## src/rtl/led_fade_driver.sv

```systemverilog
// led_fade_driver: eight-channel PWM LED stage with fade-out / swap / fade-in
// pattern changes. All level and pattern updates happen on PWM frame
// boundaries, so the duty of a frame is never cut short.
//
// Load handshake: a load is accepted on any rising osc_clk edge where
// load && ready. ready is high only in IDLE. The pattern and brightness
// inputs are sampled on that same edge. A load while ready is low is
// dropped; nothing is queued.
module led_fade_driver #(
  parameter int unsigned PRESCALE = 16,  // osc_clk cycles per PWM step, 1..65535
  parameter int unsigned FADE_DIV = 8    // PWM frames per fade step, 1..255
) (
  input  logic       osc_clk,
  input  logic       nreset,
  input  logic [7:0] pattern,
  input  logic       load,
  input  logic [7:0] brightness,
  output logic       ready,
  output logic [7:0] LED,
  output logic [1:0] dbg_state_o
);

  localparam logic [15:0] PRESC_MAX = 16'(PRESCALE - 1);
  localparam logic [7:0]  FADE_MAX  = 8'(FADE_DIV - 1);

  typedef enum logic [1:0] {
    S_IDLE     = 2'd0,
    S_FADE_OUT = 2'd1,
    S_SWAP     = 2'd2,
    S_FADE_IN  = 2'd3
  } state_t;

  state_t      state_q, state_d;
  logic [15:0] presc_q;
  logic [7:0]  pwm_cnt_q;
  logic [7:0]  level_q, level_d;
  logic [7:0]  shown_q, shown_d;
  logic [7:0]  pending_q, pending_d;
  logic [7:0]  target_q, target_d;
  logic [7:0]  fade_cnt_q, fade_cnt_d;
  logic [7:0]  led_q;
  logic        tick;
  logic        frame_end;

  assign tick        = (presc_q == PRESC_MAX);
  assign frame_end   = tick && (pwm_cnt_q == 8'hFF);
  assign ready       = (state_q == S_IDLE);
  assign LED         = led_q;
  assign dbg_state_o = state_q;

  // Prescaler and PWM step counter: one PWM step every PRESCALE cycles.
  always_ff @(posedge osc_clk or negedge nreset) begin
    if (!nreset) begin
      presc_q   <= '0;
      pwm_cnt_q <= '0;
    end else begin
      presc_q <= tick ? 16'd0 : presc_q + 16'd1;
      if (tick) begin
        pwm_cnt_q <= pwm_cnt_q + 8'd1;
      end
    end
  end

  // FSM next state plus level/pattern bookkeeping; updates gated by frame_end.
  always_comb begin
    state_d    = state_q;
    level_d    = level_q;
    shown_d    = shown_q;
    pending_d  = pending_q;
    target_d   = target_q;
    fade_cnt_d = fade_cnt_q;
    case (state_q)
      S_IDLE: begin
        // Live brightness tracking; a coinciding load fades from this level.
        if (frame_end) begin
          level_d = brightness;
        end
        if (load) begin
          pending_d  = pattern;
          target_d   = brightness;
          fade_cnt_d = 8'd0;
          state_d    = S_FADE_OUT;
        end
      end
      S_FADE_OUT: begin
        if (frame_end) begin
          if (level_q == 8'd0) begin
            state_d = S_SWAP;
          end else if (fade_cnt_q == FADE_MAX) begin
            fade_cnt_d = 8'd0;
            level_d    = level_q - 8'd1;
          end else begin
            fade_cnt_d = fade_cnt_q + 8'd1;
          end
        end
      end
      S_SWAP: begin
        // Level is zero here, so switching the pattern is invisible.
        shown_d    = pending_q;
        fade_cnt_d = 8'd0;
        state_d    = S_FADE_IN;
      end
      S_FADE_IN: begin
        // Level starts at 0 and target >= 0, so level never passes target.
        if (frame_end) begin
          if (level_q == target_q) begin
            state_d = S_IDLE;
          end else if (fade_cnt_q == FADE_MAX) begin
            fade_cnt_d = 8'd0;
            level_d    = level_q + 8'd1;
          end else begin
            fade_cnt_d = fade_cnt_q + 8'd1;
          end
        end
      end
      default: begin
        state_d = S_IDLE;
      end
    endcase
  end

  // FSM and datapath registers.
  always_ff @(posedge osc_clk or negedge nreset) begin
    if (!nreset) begin
      state_q    <= S_IDLE;
      level_q    <= '0;
      shown_q    <= '0;
      pending_q  <= '0;
      target_q   <= '0;
      fade_cnt_q <= '0;
    end else begin
      state_q    <= state_d;
      level_q    <= level_d;
      shown_q    <= shown_d;
      pending_q  <= pending_d;
      target_q   <= target_d;
      fade_cnt_q <= fade_cnt_d;
    end
  end

  // Registered PWM output: high while the step count is below the level.
  always_ff @(posedge osc_clk or negedge nreset) begin
    if (!nreset) begin
      led_q <= '0;
    end else begin
      led_q <= shown_q & {8{pwm_cnt_q < level_q}};
    end
  end

endmodule

```

## config.mk

```make
export PLATFORM = sky130hd
export DESIGN_NAME = led_fade_driver
export DESIGN_NICKNAME = d
export VERILOG_FILES = /design/src/rtl/led_fade_driver.sv
export SDC_FILE = /design/constraint.sdc
export NUM_CORES = 1
export LEC_CHECK = 0
export BUFFER_PORTS_ARGS = -buffer_cell sky130_fd_sc_hd__buf_4
export CAP_MARGIN = 20
export CORE_MARGIN = 4
export CORE_UTILIZATION = 37
export DETAILED_ROUTE_END_ITERATION = 8
export GPL_TIMING_DRIVEN = 0
export HOLD_SLACK_MARGIN = 0.1
export SLEW_MARGIN = 0
export SYNTH_ARGS = -nofsm -noshare
export SYNTH_HDL_FRONTEND = slang
export SYNTH_SLANG_ARGS = --single-unit
```

## constraint.sdc

```tcl
create_clock -name osc_clk -period 2.4 [get_ports osc_clk]
set_input_delay 0.24 -clock osc_clk [delete_from_list [all_inputs] [get_ports osc_clk]]
set_output_delay 0.24 -clock osc_clk [all_outputs]
set_load 0.005 [all_outputs]
```

; Word level (Yosys, flattened, before mapping)
; Index checks and enable logic that the tools add are counted.
[classes]
n_addsub = 5
multipliers = 0
div = 0
n_lt_le_gt_ge = 1
n_eq_ne = 17
shift = 0
muxes = 22
n_bitwise = 1
n_reduce_logical = 8
[op_table]
columns = operator, count
row1 = two-way mux 8 bit, 13
row2 = one-hot mux 8 bit (4 select lines), 1
row3 = adder 8 x 1 -> 8 bit (second input constant), 3
row4 = one-hot mux 8 bit (3 select lines), 1
row5 = inequality test 2 bit (second input constant), 9
row6 = adder 16 x 1 -> 16 bit (second input constant), 1
row7 = equality test 16 x 4 -> 1 bit (second input constant), 1
row8 = two-way mux 16 bit, 1
row9 = two-way mux 2 bit, 5
row10 = AND reduction 5 bit, 2
row11 = AND 8 bit, 1
row12 = equality test 8 x 3 -> 1 bit (second input constant), 1
row13 = equality test 8 bit, 1
row14 = equality test 8 bit (second input constant), 1
row15 = zero test 8 bit, 1
row16 = less-than comparator 8 bit, 1
row17 = one-hot mux 2 bit (4 select lines), 1
row18 = AND reduction 8 bit, 1
row19 = subtractor 8 x 1 -> 8 bit (second input constant), 1
row20 = equality test 2 bit (second input constant), 2
row21 = nonzero test 3 bit, 1
row22 = equality test 2 x 1 -> 1 bit (second input constant), 1
row23 = zero test 2 bit, 1
row24 = inequality test 2 x 1 -> 1 bit (second input constant), 1
row25 = 2 further kinds, 2
[totals]
regBits = 74
latch_bits = 0
ramBits = 0
romBits = 0
elab_cells = 63
n_memories = 0

; Logic depth before layout (Yosys ltp)
[depth]
depth_word = 5
depth_mapped = 9
mapped_depth_nobuf = 9

; Least setup slack after synthesis
; No wires, ideal clock.
[synth_timing]
path_kind = register to register
start = register state_q[0], in the netlist dbg_state_o[0]
end = register level_q[7]
arrival_time_ns = 2.509
t_required_ns = 2.263
slack_ns = -0.246
stages_incl_launch_ff = 10
path_buffers = 0
synth_period_minus_slack_ns = 2.646
cell_sequence = dfrtp_1 ha_1 inv_1 ha_1 a21oi_1 o21ai_0 a2111oi_0 nor3_1 a211oi_1 o211ai_1
[synth_between]
elab_chain_cells = 3
elab_cells_between_ends = 13
cone_classes = 9 x eq/ne / 1 x mux / 3 x reduce/logical
[synth_lines]
columns = item, line
row1 = start: declaration, 33  ; state_t state_q, state_d;
row2 = start signal: assignment, 132  ; state_q <= state_d;
row3 = equality test 2 bit (tied with other cells), 72  ; case (state_q)
row4 = inequality test 2 bit (no line) (tied with other cells), n/a
row5 = AND reduction 8 bit (no line), n/a
row6 = end signal: assignment, 133  ; level_q <= level_d;
row7 = end: declaration, 36  ; logic [7:0] level_q, level_d;
; Parallel ways exist; a longest one is shown, timed or not.
; A chain may end at the register's enable or synchronous reset.

; Worst setup path in the final report
[layout_timing]
start = register presc_q[9]
end = register fade_cnt_q[2]
[layout_between]
elab_chain_cells = 4
elab_cells_between_ends = 5
cone_classes = 3 x eq/ne / 2 x reduce/logical
[layout_lines]
columns = item, line
row1 = start: declaration, 34  ; logic [15:0] presc_q;
row2 = start signal: assignment, 57  ; presc_q <= tick ? 16'd0 : presc_q + 16'd1;
row3 = equality test 16 x 4 -> 1 bit (*), 45  ; assign tick = (presc_q == PRESC_MAX);
row4 = logical AND 1 bit (*), 46  ; assign frame_end = tick && (pwm_cnt_q == 8'hFF);
row5 = inequality test 2 bit (no line), n/a
row6 = AND reduction 5 bit (no line) (*), n/a
row7 = end signal: assignment, 137  ; fade_cnt_q <= fade_cnt_d;
row8 = end: declaration, 40  ; logic [7:0] fade_cnt_q, fade_cnt_d;
; Mark *: on every way between the ends. The rest lies on a longest branch, timed or not.

==> results.yml <==
synth:
  synth-compound-area-share_pct: 12.01
  synth_top_family_by_area: "simple AND/OR/NAND/NOR gates"
  synth_xor_xnor_area_share_pct: 7.664
  ys_ff_latch: 74
  synthMuxAreaShare_pct: 6.470
  yosys.area.top_type: "dfrtp_1"
  yosys.area_share.adder_pct: 7.830
  netlist_top_cells_count: "dfrtp_1, nand2_1, nor2_1, inv_1, o21ai_0"
  ys_seq_area_share_pct: 49.10
  yosys.area_share.simple_pct: 13.50
  synth_area_mm2: 0.003771
  yosysMostFrequentCell: "dfrtp_1"
  synth_cell_types: 47
  synth_edf_count: 0
  post_synth.cell_area_avg_um2: 10.56
  synth.area.top_cells: "dfrtp_1, ha_1, mux2_2, xor2_1, xnor2_1"
  async_reset_ff_share_pct: 100.0
  syn_nets: 399
  synth_cells: 357
  synth.top_cell.area_share_pct: 49.10
  yosys_warnings: 0
  synth_ff_type: "dfrtp_1"
worst_setup_path:
  arrival_ns: 2.73
  r2r-start: "presc_q[9]"
  cp-end-kind: "flop"
  rr_worst_depth: 7
  crit_required_ns: 2.68
  cp_max_fo: 4
  rrSetupSlack_ns: -0.05
  startpoint_type: "flop"
  worst_r2r_endpoint: "fade_cnt_q[2]"
  critPathKind: "flop to flop"
cells_and_area:
  fillCellCount: 901
  multiInputGateArea_mm2: 0.001934
  drive_gt1_share_pct: 25.30
  areaGrowthSynthToFinish_pct: 23.16
  diodes: 0
  seqCellArea_mm2: 0.001856
  final_nets: 452
sta:
  finalWorstSetupSlack_ns: -0.04800
  rsz0062_at_grt: "yes"
  skew_ns: 0.008738
  tightest_slew_ns: 0.9307
  finalHoldViolCount: 0
  slew_violations: 0
  period_share_pct: 102.0
  fin_setup_tns_ns: -0.04800
  min_period_ns: 2.448
  fmax_mhz: 408.5
  finalSetupViolations: 1
  max_slew_margin_pct: 37.95
cts:
  clk_latency_ns: 0.35
  cts_made_buffers: 9
  cts_root_buf: "clkbuf_8"
  cts_num_sinks: 74
  clkSlewWorstSetupHoldPaths_ns: 0.09
  cts_tree: "built"
  htree_levels: 3
  clockBufferDepth: 2
detailed_routing:
  via_count: 2714
  wire_per_inst_um: 13.88
  routed_wl_mm: 7.608
  drc_errors: 0
  vias_per_cell: 4.953
  drt_first_pass_iters: 4
  drtIter0Drc: 120
  drtAntennaViolNets: 0
hold_path:
  hold_depth: 2
  whs_endpoint: "pending_q[5]"
  hold_class: "primary input to flop"
  worstHoldStart: "pattern[5]"
die:
  die_y_um: 109.0
  io_pins: 30
  rows: 36
  start_util_pct: 38.23
  core_mm2: 0.009864
  die_w_um: 109.0
  die-area_mm2: 0.01187
pwr:
  peakVddDrop_mv: 0.3069
  power_density_mw_per_mm2: 499.4
  leakagePower_nw: 2.187
placed_design:
  dp_hpwl_mm: 5.186
  finalWeightedCongestion: 0.7862
  io_buffers: 29
  post-place-ws_ns: -0.3465
global_route:
  grt_pass1_wl_mm: 12.88
  grt_pass1_vias: 2720
  grt_overflow_total: 0
  grtUsageTotal_pct: 13.80
  grt_max_degree: 75
  antenna_found_initial: 0
status:
  violations: "setup timing"
  status: "finished, violations left"
run:
  maxCapViolCount: 0
-- sequential cells by signal, indices dropped and copies added (netlist names) --
register	cells
LED	8
pending_q	8
target_q	8
dbg_state_o	2
fade_cnt_q	8
shown_q	8
presc_q	16
pwm_cnt_q	8
level_q	8
-- kinds of logic after synthesis --
group                    count (synthesis)
XOR/XNOR                                33
flip-flops                              74
AO/OA/AOI/OAI                           69
adder cells (fa/ha/maj)                 23
AND/OR/NAND/NOR                        102
buffers and inverters                   34
multiplexers                            22
-- through the flow --
stage / instance area, µm² / util [%] / hold slack, ns / cells / power, mW
2_1_floorplan: 3790 / - / -0.05559 / 357 / 1.271
3_3_place_gp: 4174 / 42.31 / 0.4502 / 519 / 1.321
3_5_place_dp: 4174 / 42.31 / 0.4556 / 519 / 1.321
4_1_cts: 4537 / 45.99 / 0.1005 / 546 / 2.362
5_1_grt: 4644 / 47.08 / 0.1013 / 548 / 2.420
6_report: 4644 / 47.08 / 0.1211 / 548 / 2.320
-- critical path, stage by stage, from the launching register on --
cell and delay, ns:
dfrtp_1 0.42, or4_4 0.56, nor4_4 0.29, and4_4 0.32, o221ai_4 0.11, buf_6 0.15, or4b_4 0.47, nand2_1 0.07
-- cell usage in the layout (no fill, tap or decap), types with 3 or more instances in the layout --
master | synthesis | layout
nor2_1 | 24 | 24
and3_1 | 6 | 6
xor2_1 | 18 | 18
a21o_1 | 5 | 5
nand2_1 | 28 | 28
xnor2_1 | 15 | 15
dfrtp_1 | 74 | 71
a211oi_2 | 0 | 3
dlygate4sd3_1 | 0 | 5
mux2_2 | 19 | 19
nor3_1 | 3 | 3
inv_1 | 23 | 22
buf_4 | 0 | 38
a21oi_1 | 8 | 6
ha_1 | 22 | 19
nand3_1 | 13 | 13
clkbuf_8 | 0 | 9
mux2i_1 | 3 | 3
o21ai_1 | 0 | 10
inv_6 | 0 | 4
a211oi_1 | 12 | 9
nor2b_1 | 5 | 5
nand4_1 | 5 | 5
o21ai_0 | 23 | 12
nand2b_1 | 3 | 3
dfrtp_2 | 0 | 3
clkbuf_1 | 9 | 5
-- layer usage --
layer	vias to the layer above	global-route usage, %	part of all wire (%)
met5	-	0	0
met3	8	2.664	4.4
met4	0	4.599	0.95
met1	1294	18.45	48
li1	1368	-	-
met2	44	22.50	46
-- worst max path at each step --
| stage | slack, ns | endpoint | startpoint | cells after the start |
|---|---|---|---|---|
| CTS | -0.01 | fade_cnt_q[2] | presc_q[12] | 7 |
| detailed placement | -0.35 | level_q[7] | presc_q[6] | 6 |
| global route | -0.14 | fade_cnt_q[2] | presc_q[9] | 7 |
| global placement | -0.32 | level_q[7] | presc_q[6] | 6 |
| finish | -0.05 | fade_cnt_q[2] | presc_q[9] | 7 |
| floorplan | 0.04 | level_q[6] | dbg_state_o[0] | 9 |
-- power breakdown --
group	total [mW]	switching, mW	internal (mW)
clock	1.02	0.521	0.498
sequential	1.25	0	1.25
combinational	0.0551	0.0309	0.0242
total	2.32	0.552	1.77
-- cell type report --
class / count / area share, %
buffer: 10 / 1.185
clock buffer: 9 / 2.667
clock inverter: 7 / 1.778
inverter: 23 / 1.967
multi-input combinational: 249 / 41.65
sequential: 74 / 39.95
tap: 133 / 3.583
timing repair buffer: 43 / 7.220
-- what timing repair did --
item	CTS	global route
setup endpoints to repair	15	17
hold buffers	4	1
endpoints found under the hold margin	77	1
resized for setup	18	32
buffers inserted	7	2
pin swaps	3	11
cloned	0	0
Power figures use the tool's default switching activity.
